<file path="src/rtl/lfsr_cfg_loader.sv">
// Loads seed/stop words into the LFSR from a host byte stream, verifies them by readback, runs the LFSR.
// Write: last byte n -> config_rdy n+1 -> IDLE n+4; byte_ready_o drops outside IDLE/COLLECT.
module lfsr_cfg_loader #(
  parameter int PIXEL_BITS = 24,
  parameter int RUN_CNT_W  = 16
) (
  input  logic                  clk_i,
  input  logic                  reset_i,
  input  logic                  byte_valid_i,
  input  logic [7:0]            byte_data_i,
  input  logic                  sel_i,
  output logic                  byte_ready_o,
  input  logic                  start_i,
  output logic                  config_o,
  output logic                  config_rdy_o,
  output logic [PIXEL_BITS-1:0] config_data_o,
  input  logic                  config_done_i,
  input  logic [PIXEL_BITS-1:0] config_readback_i,
  output logic                  lfsr_en_o,
  input  logic [PIXEL_BITS-1:0] lfsr_data_i,
  output logic                  busy_o,
  output logic                  err_o,
  output logic                  run_done_o,
  output logic                  run_timeout_o,
  output logic [RUN_CNT_W-1:0]  run_len_o
);

  localparam int NBYTES = (PIXEL_BITS + 7) / 8;
  localparam int BCNT_W = $clog2(NBYTES + 1);
  localparam logic [BCNT_W-1:0]    LAST_BYTE = BCNT_W'(NBYTES);
  localparam logic [RUN_CNT_W-1:0] RUN_MAX   = '1;

  typedef enum logic [2:0] {
    S_IDLE, S_COLLECT, S_WRITE, S_WAIT_DONE, S_VERIFY, S_RUN, S_DONE
  } state_t;

  state_t                state_q, state_d;
  logic [PIXEL_BITS-1:0] shreg_q, stop_copy_q;
  logic [BCNT_W-1:0]     byte_cnt_q, byte_cnt_nxt;
  logic [1:0]            wait_cnt_q;
  logic [RUN_CNT_W-1:0]  run_cnt_q, run_len_q;
  logic                  sel_q, seed_ok_q, stop_ok_q, err_q, timeout_q;
  logic                  start_acc, byte_acc, last_byte, wait_exp, rb_match, stop_hit, run_sat;

  assign start_acc    = (state_q == S_IDLE) && start_i && seed_ok_q && stop_ok_q;
  assign byte_acc     = byte_valid_i && byte_ready_o;
  assign byte_cnt_nxt = (state_q == S_IDLE) ? BCNT_W'(1) : byte_cnt_q + BCNT_W'(1);
  assign last_byte    = (byte_cnt_nxt == LAST_BYTE);
  assign wait_exp     = (wait_cnt_q == 2'd3);
  assign rb_match     = (config_readback_i == shreg_q);
  assign stop_hit     = (lfsr_data_i == stop_copy_q);
  assign run_sat      = (run_cnt_q == RUN_MAX);

  always_ff @(posedge clk_i) begin
    if (reset_i) state_q <= S_IDLE;
    else         state_q <= state_d;
  end

  always_comb begin
    state_d = state_q;
    unique case (state_q)
      S_IDLE: begin
        if (start_acc)     state_d = S_RUN;
        else if (byte_acc) state_d = last_byte ? S_WRITE : S_COLLECT;
      end
      S_COLLECT:   if (byte_acc && last_byte) state_d = S_WRITE;
      S_WRITE:     state_d = S_WAIT_DONE;
      S_WAIT_DONE: begin
        if (config_done_i) state_d = S_VERIFY;
        else if (wait_exp) state_d = S_IDLE;
      end
      S_VERIFY:    state_d = S_IDLE;
      S_RUN:       if (stop_hit || run_sat) state_d = S_DONE;
      S_DONE:      state_d = S_IDLE;
      default:     state_d = S_IDLE;
    endcase
  end

  always_comb begin
    byte_ready_o = 1'b0;
    config_o     = 1'b0;
    config_rdy_o = 1'b0;
    lfsr_en_o    = 1'b0;
    run_done_o   = 1'b0;
    busy_o       = (state_q != S_IDLE);
    unique case (state_q)
      // A qualified start claims the IDLE cycle, so a coincident byte is refused.
      S_IDLE:      byte_ready_o = !reset_i && !(start_i && seed_ok_q && stop_ok_q);
      S_COLLECT:   byte_ready_o = !reset_i;
      S_WRITE:     begin config_o = sel_q; config_rdy_o = 1'b1; end
      S_WAIT_DONE: config_o = sel_q;
      S_VERIFY:    config_o = sel_q;
      S_RUN:       lfsr_en_o = 1'b1;
      S_DONE:      run_done_o = 1'b1;
      default:     ;
    endcase
  end

  always_ff @(posedge clk_i) begin
    if (reset_i) begin
      shreg_q     <= '0;
      stop_copy_q <= '0;
      byte_cnt_q  <= '0;
      wait_cnt_q  <= '0;
      run_cnt_q   <= '0;
      run_len_q   <= '0;
      sel_q       <= 1'b0;
      seed_ok_q   <= 1'b0;
      stop_ok_q   <= 1'b0;
      err_q       <= 1'b0;
      timeout_q   <= 1'b0;
    end else begin
      if (byte_acc) begin
        shreg_q    <= {shreg_q[PIXEL_BITS-9:0], byte_data_i};
        byte_cnt_q <= byte_cnt_nxt;
        if (state_q == S_IDLE) sel_q <= sel_i;
      end
      if (start_acc) begin
        run_cnt_q <= '0;
        timeout_q <= 1'b0;
      end
      unique case (state_q)
        S_WRITE: begin
          wait_cnt_q <= '0;
          if (sel_q) stop_ok_q <= 1'b0;
          else       seed_ok_q <= 1'b0;
        end
        S_WAIT_DONE: begin
          if (!config_done_i) begin
            wait_cnt_q <= wait_cnt_q + 2'd1;
            if (wait_exp) err_q <= 1'b1;
          end
        end
        S_VERIFY: begin
          if (rb_match) begin
            if (sel_q) begin
              stop_ok_q   <= 1'b1;
              stop_copy_q <= shreg_q;
            end else begin
              seed_ok_q <= 1'b1;
            end
          end else begin
            err_q <= 1'b1;
          end
        end
        S_RUN: begin
          if (stop_hit) begin
            run_len_q <= run_cnt_q;
          end else if (run_sat) begin
            run_len_q <= RUN_MAX;
            timeout_q <= 1'b1;
          end else begin
            run_cnt_q <= run_cnt_q + RUN_CNT_W'(1);
          end
        end
        default: ;
      endcase
    end
  end

  assign config_data_o = shreg_q;
  assign err_o         = err_q;
  assign run_timeout_o = timeout_q;
  assign run_len_o     = run_len_q;

endmodule

</file>
<file path="config.mk">
export PLATFORM = sky130hd
export DESIGN_NAME = lfsr_cfg_loader
export DESIGN_NICKNAME = d
export VERILOG_FILES = /design/src/rtl/lfsr_cfg_loader.sv
export SDC_FILE = /design/constraint.sdc
export NUM_CORES = 1
export LEC_CHECK = 0
export ABC_CLOCK_PERIOD_IN_PS = 3400
export BUFFER_PORTS_ARGS = -buffer_cell sky130_fd_sc_hd__clkbuf_2
export CORE_ASPECT_RATIO = 0.5
export CORE_UTILIZATION = 55
export CTS_CLUSTER_SIZE = 14
export DETAILED_ROUTE_END_ITERATION = 8
export GPL_TIMING_DRIVEN = 0
export PLACE_DENSITY = 0.89
export SLEW_MARGIN = 20
export SYNTH_ARGS = -nofsm -noshare
export SYNTH_HDL_FRONTEND = slang
export SYNTH_SLANG_ARGS = --single-unit
</file>
<file path="constraint.sdc">
create_clock -name clk_i -period 3.4 [get_ports clk_i]
set_clock_uncertainty 0.05 [all_clocks]
set_input_delay 0.34 -clock clk_i [delete_from_list [all_inputs] [get_ports clk_i]]
set_output_delay 0.34 -clock clk_i [all_outputs]
set_load 0.01 [all_outputs]
</file>
==> flow_metrics.tcl <==
set metrics [dict create \
    outcome "finished, final reports clean" \
    setup_viol 0 \
    core_um2 7540 \
    async_reset_ff_frac 0 \
    p_leak_uw 0.00228 \
    worst_pin_slew_ns 0.931 \
    utilization 0.716 \
    drive_above_1_share 0.213 \
    ys_types 52 \
    clockBufferDepth 2 \
    post-route-period-util 0.798 \
    routed_wl_mm 12.2 \
    cts.clk_slew.worst_paths_ns 0.06 \
    cts_resized 0 \
    placementRows 22 \
    syn_area_um2 4400 \
    grt_pass1_wl_mm 19.3 \
    critical_path_class "reg2reg" \
    fin_tns_setup_ns 0 \
    vias 4218 \
    slew_viol_final 0 \
    synth_warnings 0 \
    viasPerCell 5.62 \
    synth_cells 518 \
    dp_hpwl_mm 8.76 \
    cts_made_buffers 9 \
    grt_pass1_vias 3958 \
    drtAntennaViolNets 0 \
    synth_edf_count 0 \
    ys_seq_area_frac 0.419 \
    synth-seq-cells 92 \
    place_area_um2 5080 \
    cts-hold-fix-buffers 0 \
    rsz0062_at_grt "false" \
    cts_tree "done" \
    whs_ns 0.162 \
    cp-start-kind "flip-flop" \
    grt_overflow 0 \
    area_growth_pct 22.8 \
    antenna_found_initial 0 \
    clock_sinks 92 \
    drt_first_pass_iters 5 \
    hold_class "in2reg" \
    grt_max_degree 15 \
    peakVddDrop_mv 0.261 \
    post_cts_buffers 0 \
    layout.nets 702 \
    crit_arrival_ns 2.87 \
    critPathRequiredTime_ns 3.55 \
    io_buffers 109 \
    fin_crit_ns 2.71 \
    wl_per_cell_um 16.3 \
    drtIter0Drc 345 \
    power_density_nw_per_um2 434 \
    hold_viol 0 \
    dieArea_um2 8380 \
    nFillCells 630 \
    worst-path-max-fanout 10 \
    die_w_um 128 \
    ys.flop_type "dfxtp_1" \
    cap_violations 0 \
    antenna_cells 0 \
    end_kind "flip-flop" \
    grt.total_usage 0.303 \
    start_util 0.583 \
    cts-root-buf "clkbuf_16" \
    synth.avg_cell_area_um2 8.49 \
    ios 110 \
    h-tree-depth 3 \
    remaining_drc_errors 0 \
    die_y_um 65.2 \
    clkLatencyLatePin_ns 0.35 \
    design_area_um2 5400 \
    slew_headroom 0.374 \
    gp_congestion 0.854 \
    synth_nets 582 \
    fmax_mhz 369 \
]
-- flip-flops by register name, summed over array words and instances (netlist names) --
name and count:
err_o 1, config_data_o 24, sel_q 1, stop_ok_q 1, run_len_o 16, wait_cnt_q 2, stop_copy_q 24, run_timeout_o 1
run_cnt_q 16, seed_ok_q 1, byte_cnt_q 2, state_q 3
-- logic make-up (layout without fill, tap and decap cells) --
| kind of cell | after synthesis | in the layout | synth area share |
|---|---|---|---|
| simple gates | 187 | 187 | 0.204 |
| compound gates | 102 | 102 | 0.152 |
| flops | 92 | 92 | 0.419 |
| xor+xnor | 56 | 56 | 0.112 |
| buf+inv | 54 | 179 | 0.0504 |
| mux | 25 | 25 | 0.0572 |
| fa+ha+maj | 2 | 2 | 0.00569 |
-- routing by layer --
layer	track usage	vias to the layer above	share of wire
met2	0.495	195	0.46
li1	-	2036	-
met4	0.122	0	0.028
met5	0	-	0
met3	0.0831	35	0.073
met1	0.383	1952	0.44
-- power breakdown --
group / internal (µW) / leakage [µW] / switching, µW
clock: 648 / 0.000158 / 408
combinational: 74.9 / 0.00138 / 104
sequential: 1090 / 0.000742 / 18.7
total: 1810 / 0.00228 / 530
-- path summary, 6_finish.rpt --
check | start | to | slack (ns) | cells past startpoint
worst min register to register | run_len_o[13] | run_len_o[13] | 0.40 | 2
worst max-delay path | stop_copy_q[13] | run_cnt_q[13] | 0.69 | 7
worst min-delay path | byte_data_i[6] | config_data_o[6] | 0.16 | 3
worst max register to register | stop_copy_q[13] | run_cnt_q[13] | 0.69 | 7
-- synth_stat cells, types with 3 or more instances --
| cell type | n | area share |
|---|---|---|
| dfxtp_1 | 92 | 0.42 |
| nand2_1 | 58 | 0.050 |
| nor2_1 | 54 | 0.046 |
| xnor2_1 | 51 | 0.10 |
| a21oi_1 | 44 | 0.050 |
| clkbuf_1 | 27 | 0.023 |
| mux2i_1 | 24 | 0.055 |
| inv_1 | 22 | 0.019 |
| nand3_1 | 22 | 0.025 |
| a211oi_1 | 15 | 0.026 |
| nand4_1 | 12 | 0.017 |
| nor3_1 | 11 | 0.013 |
| o221ai_1 | 10 | 0.020 |
| and3_1 | 6 | 0.0085 |
| o21ai_0 | 6 | 0.0068 |
| nor2b_1 | 5 | 0.0071 |
| xor2_1 | 5 | 0.010 |
| a31oi_1 | 3 | 0.0043 |
| and4_1 | 3 | 0.0060 |
| buf_2 | 3 | 0.0034 |
| o211ai_1 | 3 | 0.0051 |
| o31ai_1 | 3 | 0.0051 |
-- layout by cell type (no fill, tap or decap), types with 3 or more instances in the layout --
master	netlist	routed
xor2_1	5	5
o21ai_0	6	6
inv_1	22	22
nand2_1	58	58
a211oi_1	15	15
a21oi_1	44	44
nor2b_1	5	5
o31ai_1	3	3
nor3_1	11	11
and4_1	3	3
clkbuf_16	0	9
dfxtp_1	92	92
clkbuf_1	27	27
buf_2	3	3
and3_1	6	6
o221ai_1	10	10
nand3_1	22	22
a31oi_1	3	3
clkbuf_8	0	4
nand4_1	12	12
xnor2_1	51	51
clkbuf_2	0	109
o211ai_1	3	3
mux2i_1	24	24
nor2_1	54	54
-- through the flow --
step           power [µW]  cells  worst slack, ns
4_1_cts              2350    751            0.804
2_1_floorplan        1220    518             1.14
3_3_place_gp         1300    735            0.740
3_5_place_dp         1300    735            0.699
6_report             2340    751            0.687
5_1_grt              2420    751            0.598
-- final cells by class --
| cell class | count | area, µm² | area share |
|---|---|---|---|
| multi-input cells | 372 | 2330 | 0.432 |
| flip-flops and latches | 92 | 1840 | 0.341 |
| repair buffers | 109 | 546 | 0.101 |
| clock buffers | 13 | 280 | 0.0519 |
| plain buffers | 32 | 139 | 0.0257 |
| well taps | 108 | 135 | 0.0250 |
| inverters | 22 | 82.6 | 0.0153 |
| clock inverters | 3 | 42.5 | 0.00788 |
-- critical path: stages (launching register included) --
cell      delay (ns)
dfxtp_1         0.32
xnor2_1         0.18
nand4_1         0.15
nor4_1          0.83
a21boi_1        0.42
clkbuf_1        0.35
o211ai_1        0.16
o31ai_1         0.11
Note: power is estimated with default switching activity, not from simulation.
